### src/rtl/mem_cfg_trap_pkg.sv
// Shared types and helpers for the generic_ram configuration guard.
package mem_cfg_pkg;

  typedef enum logic {
    MEM_BRAM = 1'b0,
    MEM_REG  = 1'b1
  } mem_type_e;

  localparam int unsigned ADDR_WIDTH_MIN = 1;
  localparam int unsigned ADDR_WIDTH_MAX = 24;
  localparam int unsigned CNT_WIDTH_MIN  = 1;
  localparam int unsigned CNT_WIDTH_MAX  = 32;

  // Anything other than "REG" maps to BRAM; legality is checked separately.
  function automatic mem_type_e str2memtype(input string s);
    return (s == "REG") ? MEM_REG : MEM_BRAM;
  endfunction

  function automatic bit mem_type_legal(input string s);
    return (s == "BRAM") || (s == "REG");
  endfunction

endpackage

### src/rtl/sat_err_counter.sv
// Sticky error flag plus saturating event counter.
module sat_err_counter
  import mem_cfg_pkg::*;
#(
  parameter int unsigned CNT_WIDTH = 16
) (
  input  logic                 clk,
  input  logic                 rst,
  input  logic                 clr,
  input  logic                 ev,
  output logic                 flag,
  output logic [CNT_WIDTH-1:0] cnt
);

  always_ff @(posedge clk) begin
    if (rst) begin
      flag <= 1'b0;
      cnt  <= '0;
    end else if (ev) begin
      // An event outranks a same-cycle clear: the cleared count restarts at 1.
      flag <= 1'b1;
      if (clr)
        cnt <= CNT_WIDTH'(1);
      else if (cnt != '1)
        cnt <= cnt + CNT_WIDTH'(1);
    end else if (clr) begin
      flag <= 1'b0;
      cnt  <= '0;
    end
  end

endmodule

### src/rtl/mem_cfg_trap.sv
// Elaboration-time parameter guard and runtime hazard monitor for generic_ram.
module mem_cfg_trap
  import mem_cfg_pkg::*;
#(
  parameter int unsigned DATA_WIDTH = 8,
  parameter int unsigned ADDR_WIDTH = 4,
  parameter string       MEM_TYPE   = "BRAM",
  parameter int unsigned CNT_WIDTH  = 16
) (
  input  logic                    clk,
  input  logic                    rst,
  input  logic                    wr_en,
  input  logic [DATA_WIDTH/8-1:0] wr_be,
  input  logic [ADDR_WIDTH-1:0]   wr_addr,
  input  logic [ADDR_WIDTH-1:0]   rd_addr,
  input  logic                    err_clr,
  output logic                    cfg_ok,
  output logic                    mem_type,
  output logic                    err_empty_be,
  output logic                    err_collide,
  output logic [CNT_WIDTH-1:0]    empty_be_cnt,
  output logic [CNT_WIDTH-1:0]    collide_cnt
);

  localparam mem_type_e MEM_TYPE_E = str2memtype(MEM_TYPE);

  if (DATA_WIDTH % 8 != 0 || DATA_WIDTH == 0) begin : g_bad_dw
    $fatal(1, "mem_cfg_trap: invalid_data_width DATA_WIDTH=%0d", DATA_WIDTH);
  end
  if (!mem_type_legal(MEM_TYPE)) begin : g_bad_mt
    $fatal(1, "mem_cfg_trap: unsupported_MEM_TYPE %s", MEM_TYPE);
  end
  if (ADDR_WIDTH < ADDR_WIDTH_MIN || ADDR_WIDTH > ADDR_WIDTH_MAX) begin : g_bad_aw
    $fatal(1, "mem_cfg_trap: invalid_addr_width ADDR_WIDTH=%0d", ADDR_WIDTH);
  end
  if (CNT_WIDTH < CNT_WIDTH_MIN || CNT_WIDTH > CNT_WIDTH_MAX) begin : g_bad_cw
    $fatal(1, "mem_cfg_trap: invalid_cnt_width CNT_WIDTH=%0d", CNT_WIDTH);
  end

  assign cfg_ok   = 1'b1;
  assign mem_type = MEM_TYPE_E;

  logic be_any;
  logic empty_ev;
  logic collide_ev;

  // The two events are disjoint by construction on be_any.
  always_comb begin
    be_any     = (wr_be != '0);
    empty_ev   = wr_en && !be_any;
    collide_ev = wr_en && be_any && (wr_addr == rd_addr);
  end

  sat_err_counter #(.CNT_WIDTH(CNT_WIDTH)) u_empty_cnt (
    .clk  (clk),
    .rst  (rst),
    .clr  (err_clr),
    .ev   (empty_ev),
    .flag (err_empty_be),
    .cnt  (empty_be_cnt)
  );

  sat_err_counter #(.CNT_WIDTH(CNT_WIDTH)) u_collide_cnt (
    .clk  (clk),
    .rst  (rst),
    .clr  (err_clr),
    .ev   (collide_ev),
    .flag (err_collide),
    .cnt  (collide_cnt)
  );

endmodule

### config.mk
export PLATFORM = sky130hd
export DESIGN_NAME = mem_cfg_trap
export DESIGN_NICKNAME = d
export VERILOG_FILES = /design/src/rtl/mem_cfg_trap_pkg.sv /design/src/rtl/sat_err_counter.sv /design/src/rtl/mem_cfg_trap.sv
export SDC_FILE = /design/constraint.sdc
export NUM_CORES = 1
export LEC_CHECK = 0
export CORE_MARGIN = 2
export CORE_UTILIZATION = 30
export DETAILED_ROUTE_END_ITERATION = 7
export SLEW_MARGIN = 20
export SYNTH_ARGS = -nofsm -noshare
export SYNTH_HDL_FRONTEND = slang
export SYNTH_SLANG_ARGS = --single-unit
### constraint.sdc
create_clock -name clk -period 2.5 [get_ports clk]
set_input_delay 0.75 -clock clk [delete_from_list [all_inputs] [get_ports clk]]
set_output_delay 0.75 -clock clk [all_outputs]
set_load 0.1 [all_outputs]
==> impl.org <==
** Outcome
- Outcome :: finished, final reports clean

** Timing
- Setup violations remaining at the end of the flow were counted as 0.
- Final worst path period share :: 0.954
- Hold Violations, Final :: 0
- Fin Clk Skew :: 6.64 ps
- Crit path time final :: 2380 ps
- Final hold analysis gives a worst-case slack of 467 ps.
- Achievable clock frequency :: 0.419 GHz
- Minimum setup slack in the final design :: 116 ps
- The max-slew violation count was 0.
- Total negative setup slack :: 0 ps

** Routing
- Once detail routing completed, the nets flagged for antenna violations numbered 0.
- The first detailed-routing pass ran for 4 iterations.
- Initial detailed-routing violation count :: 99
- Vias per std cell :: 4.83
- Via count :: 1729
- Dividing the detail-routed wire length by the instance count gives 12.7 µm.
- Residual DRC count :: 0
- Total detailed-routing wirelength :: 4550 µm

** Min path
- Hold Path Depth :: 2
- The worst hold path belongs to the class reg -> reg.
- The worst hold path terminates at u_collide_cnt.flag.
- Hold Path Origin :: u_collide_cnt.flag

** Synth
- Of the total synthesized cell area, the portion taken by full adders, half adders and majority gates is 0.0138.
- Synthesis inferred 34 register bits.
- Measured against the total synthesized area, the mux share comes to 0.0172.
- Counting flops with a built-in enable in the synthesized netlist gives 0.
- Main synth FF type :: dfxtp_1
- The post-synthesis compound-gate area fraction is 0.103.
- Synth area leaders :: dfxtp_1 37%, xnor2_1 7.7%, nor2_1 6.2%
- Fraction of post-synthesis cell area in the top cell type by area :: 0.375
- Synth cell types :: 45
- Area leader, netlist :: dfxtp_1
- The average instance in the mapped netlist occupies 8.21 µm².
- After synthesis, the largest family of logic cells by area is simple AND/OR/NAND/NOR gates.
- Synthesis produced 221 cells.
- Async S/R FF share, synth :: 0
- The mapped netlist covers 0.00182 mm².
- The number of nets in the synthesized netlist is 236.
- For this run, the number of Yosys warnings is 0.
- Fraction of the yosys area taken by sequential cells :: 0.375
- Of the total synthesized cell area, the portion taken by AND, OR, NAND and NOR gates is 0.338.
- Of the total synthesized cell area, the portion taken by XOR and XNOR cells is 0.111.

** Floorplan
- After floorplanning, the core was sized to cover 0.00589 mm².
- The die is 81.8 µm wide.
- Die area :: 0.00669 mm²
- Placement Rows :: 28
- For this configuration, the core starts out at a cell density of 0.308.
- Number of top-level design ports :: 49
- From bottom edge to top edge, the die measures 81.8 µm.

** Setup path
- STA classifies the critical path startpoint as a primary input.
- Critical Path Start :: wr_addr[3]
- Reg-to-reg endpoint :: u_empty_cnt.cnt[15]
- Depth of the most critical reg-to-reg path :: 7
- The worst setup path is captured at a flip-flop.
- Largest fanout of any net on the critical path :: 5
- For the worst setup path, the data required time is 2670 ps.
- In this run the critical register-to-register path is launched from u_empty_cnt.cnt[0].
- The setup path with the least slack is of type in -> reg.
- Data arrives at the worst endpoint at 2560 ps.
- R2R setup slack :: 630 ps

** GRT
- The first global-routing pass estimated 7510 µm of wire.
- Via count of the first global-routing pass :: 1606
- Entering global routing, the biggest net connects 28 pins.
- Overall global routing resource usage :: 0.145
- Total gr overflow :: 0
- The initial antenna violation count was 0.

** Placed design
- Number of buffers added on ports :: 46
- Routability-driven placement finished with a final weighted congestion of 0.797.
- The wire-length estimate of the detail-placed layout is 3320 µm.
- Setup slack after placement :: -251 ps

** Pwr
- Power density over the cells :: 464 mW/mm²
- The worst-case IR drop observed on VDD is 0.000201 V.
- In this run the static leakage power is 0.932 nW.

** CTS
- CTS HTree Levels :: 2
- The number of hold buffers added after CTS was 0.
- Reg clk slew, reported paths :: 70 ps
- The clock reaches the later pin of the worst-skew pair after 290 ps.
- CTS Buffer Depth :: 2
- TritonCTS built the clock tree.
- Counting every sink on the clock net gives 34.
- Counting the buffers created by CTS gives 5.
- Cell chosen for the clock root :: clkbuf_8

** Flow run
- Maxcap violations :: 0

** Cells and area
- Of the cells placed in the final design, the portion with a size suffix greater than 1 is 0.254.
- Fill cell total of the finished layout :: 629
- The number of antenna diodes in the final layout is 0.
- The library cells used most frequently in the layout, excluding fill and tap cells, are 50 x buf_4, 34 x dfxtp_1, 30 x nor2_1, 19 x nand2_1, 16 x xnor2_1.
- P&R area growth vs syn :: 37.8%
- Leading cell type in the layout, fill and taps excluded :: buf_4
- Number of nets in the layout :: 297
## timing repair
item / 4_1_cts / 5_1_grt
setup buffers: 0 / 1
resized for setup: 0 / 5
endpoints found under the setup margin: 0 / 7
## critical path, stage by stage
cell and delay [ps]:
clkdlybuf4s50_1 470, and2b_1 180, a2111oi_2 270, buf_4 180, and3_1 280, nand4_1 160
xor2_1 190, o21ai_1 70
## how the worst max path moves through the flow
stage                     depth (start not counted)               endpoint
final                                             8   u_collide_cnt.cnt[3]
after global routing                              9  u_collide_cnt.cnt[10]
after CTS                                         8  u_collide_cnt.cnt[10]
after detailed placement                          8  u_collide_cnt.cnt[10]
after global placement                            8  u_collide_cnt.cnt[10]
after floorplan                                   7    u_empty_cnt.cnt[11]
## routing by layer
| metal | GRT usage | vias to the layer above | routed length [µm] |
|---|---|---|---|
| li1 | - | 887 | - |
| met1 | 0.193 | 799 | 2180 |
| met2 | 0.222 | 37 | 2050 |
| met3 | 0.0407 | 6 | 246 |
| met4 | 0.0550 | 0 | 73 |
| met5 | 0 | - | 0 |
## cell families (layout without fill, tap and decap cells)
kind of cell / Yosys count / count (layout)
flops: 34 / 34
other cells: 2 / 2
simple gates: 111 / 111
buf+inv: 16 / 78
compound gates: 30 / 30
fa+ha+maj: 2 / 2
xor+xnor: 23 / 23
mux: 3 / 3
## per-stage QoR
stage / cells / instance area, µm² / utilization / power [mW]
floorplan: 221 / 1820 / - / 0.622
global placement: 349 / 2360 / 0.401 / 0.666
detailed placement: 349 / 2360 / 0.401 / 0.667
CTS: 357 / 2460 / 0.419 / 1.17
global route: 358 / 2500 / 0.425 / 1.20
finish: 358 / 2500 / 0.425 / 1.16
## registers in the layout (all words and copies together) (netlist names)
name	flops
u_collide_cnt.flag	1
u_empty_cnt.flag	1
u_empty_cnt.cnt	16
u_collide_cnt.cnt	16
## cells in the mapped netlist, types with 2 or more instances
cell and n:
nand4_1 9, xor2_1 7, dfxtp_1 34, or2_1 2
nand2b_1 2, o21ai_0 2, and4_1 4, o21ai_1 8
ha_1 2, and2_1 4, nor4_1 2, nor2b_1 3
nor3_2 3, conb_1 2, inv_1 6, mux2i_1 2
nand3_1 10, buf_2 2, buf_4 2, inv_2 2
and3_1 7, nor2_1 30, o22ai_1 2, nor3_1 7
nand2_1 19, nor4_2 3, a21oi_1 10, clkbuf_1 3
xnor2_1 16
## layout make-up
type | count | area, µm² | share of cell area
clock buffers | 7 | 76.3 | 0.0305
clock inverters | 1 | 30.0 | 0.0120
inverters | 8 | 30.0 | 0.0120
multi-input cells | 171 | 1100 | 0.438
flip-flops and latches | 34 | 681 | 0.272
well taps | 75 | 93.8 | 0.0375
repair buffers | 62 | 495 | 0.198
## where the power goes
part / internal, mW / switching, mW
Combinational: 0.0400 / 0.0691
Clock: 0.298 / 0.206
Sequential: 0.544 / 0.00288
Total: 0.882 / 0.278
(Power assumes the default switching activity.)
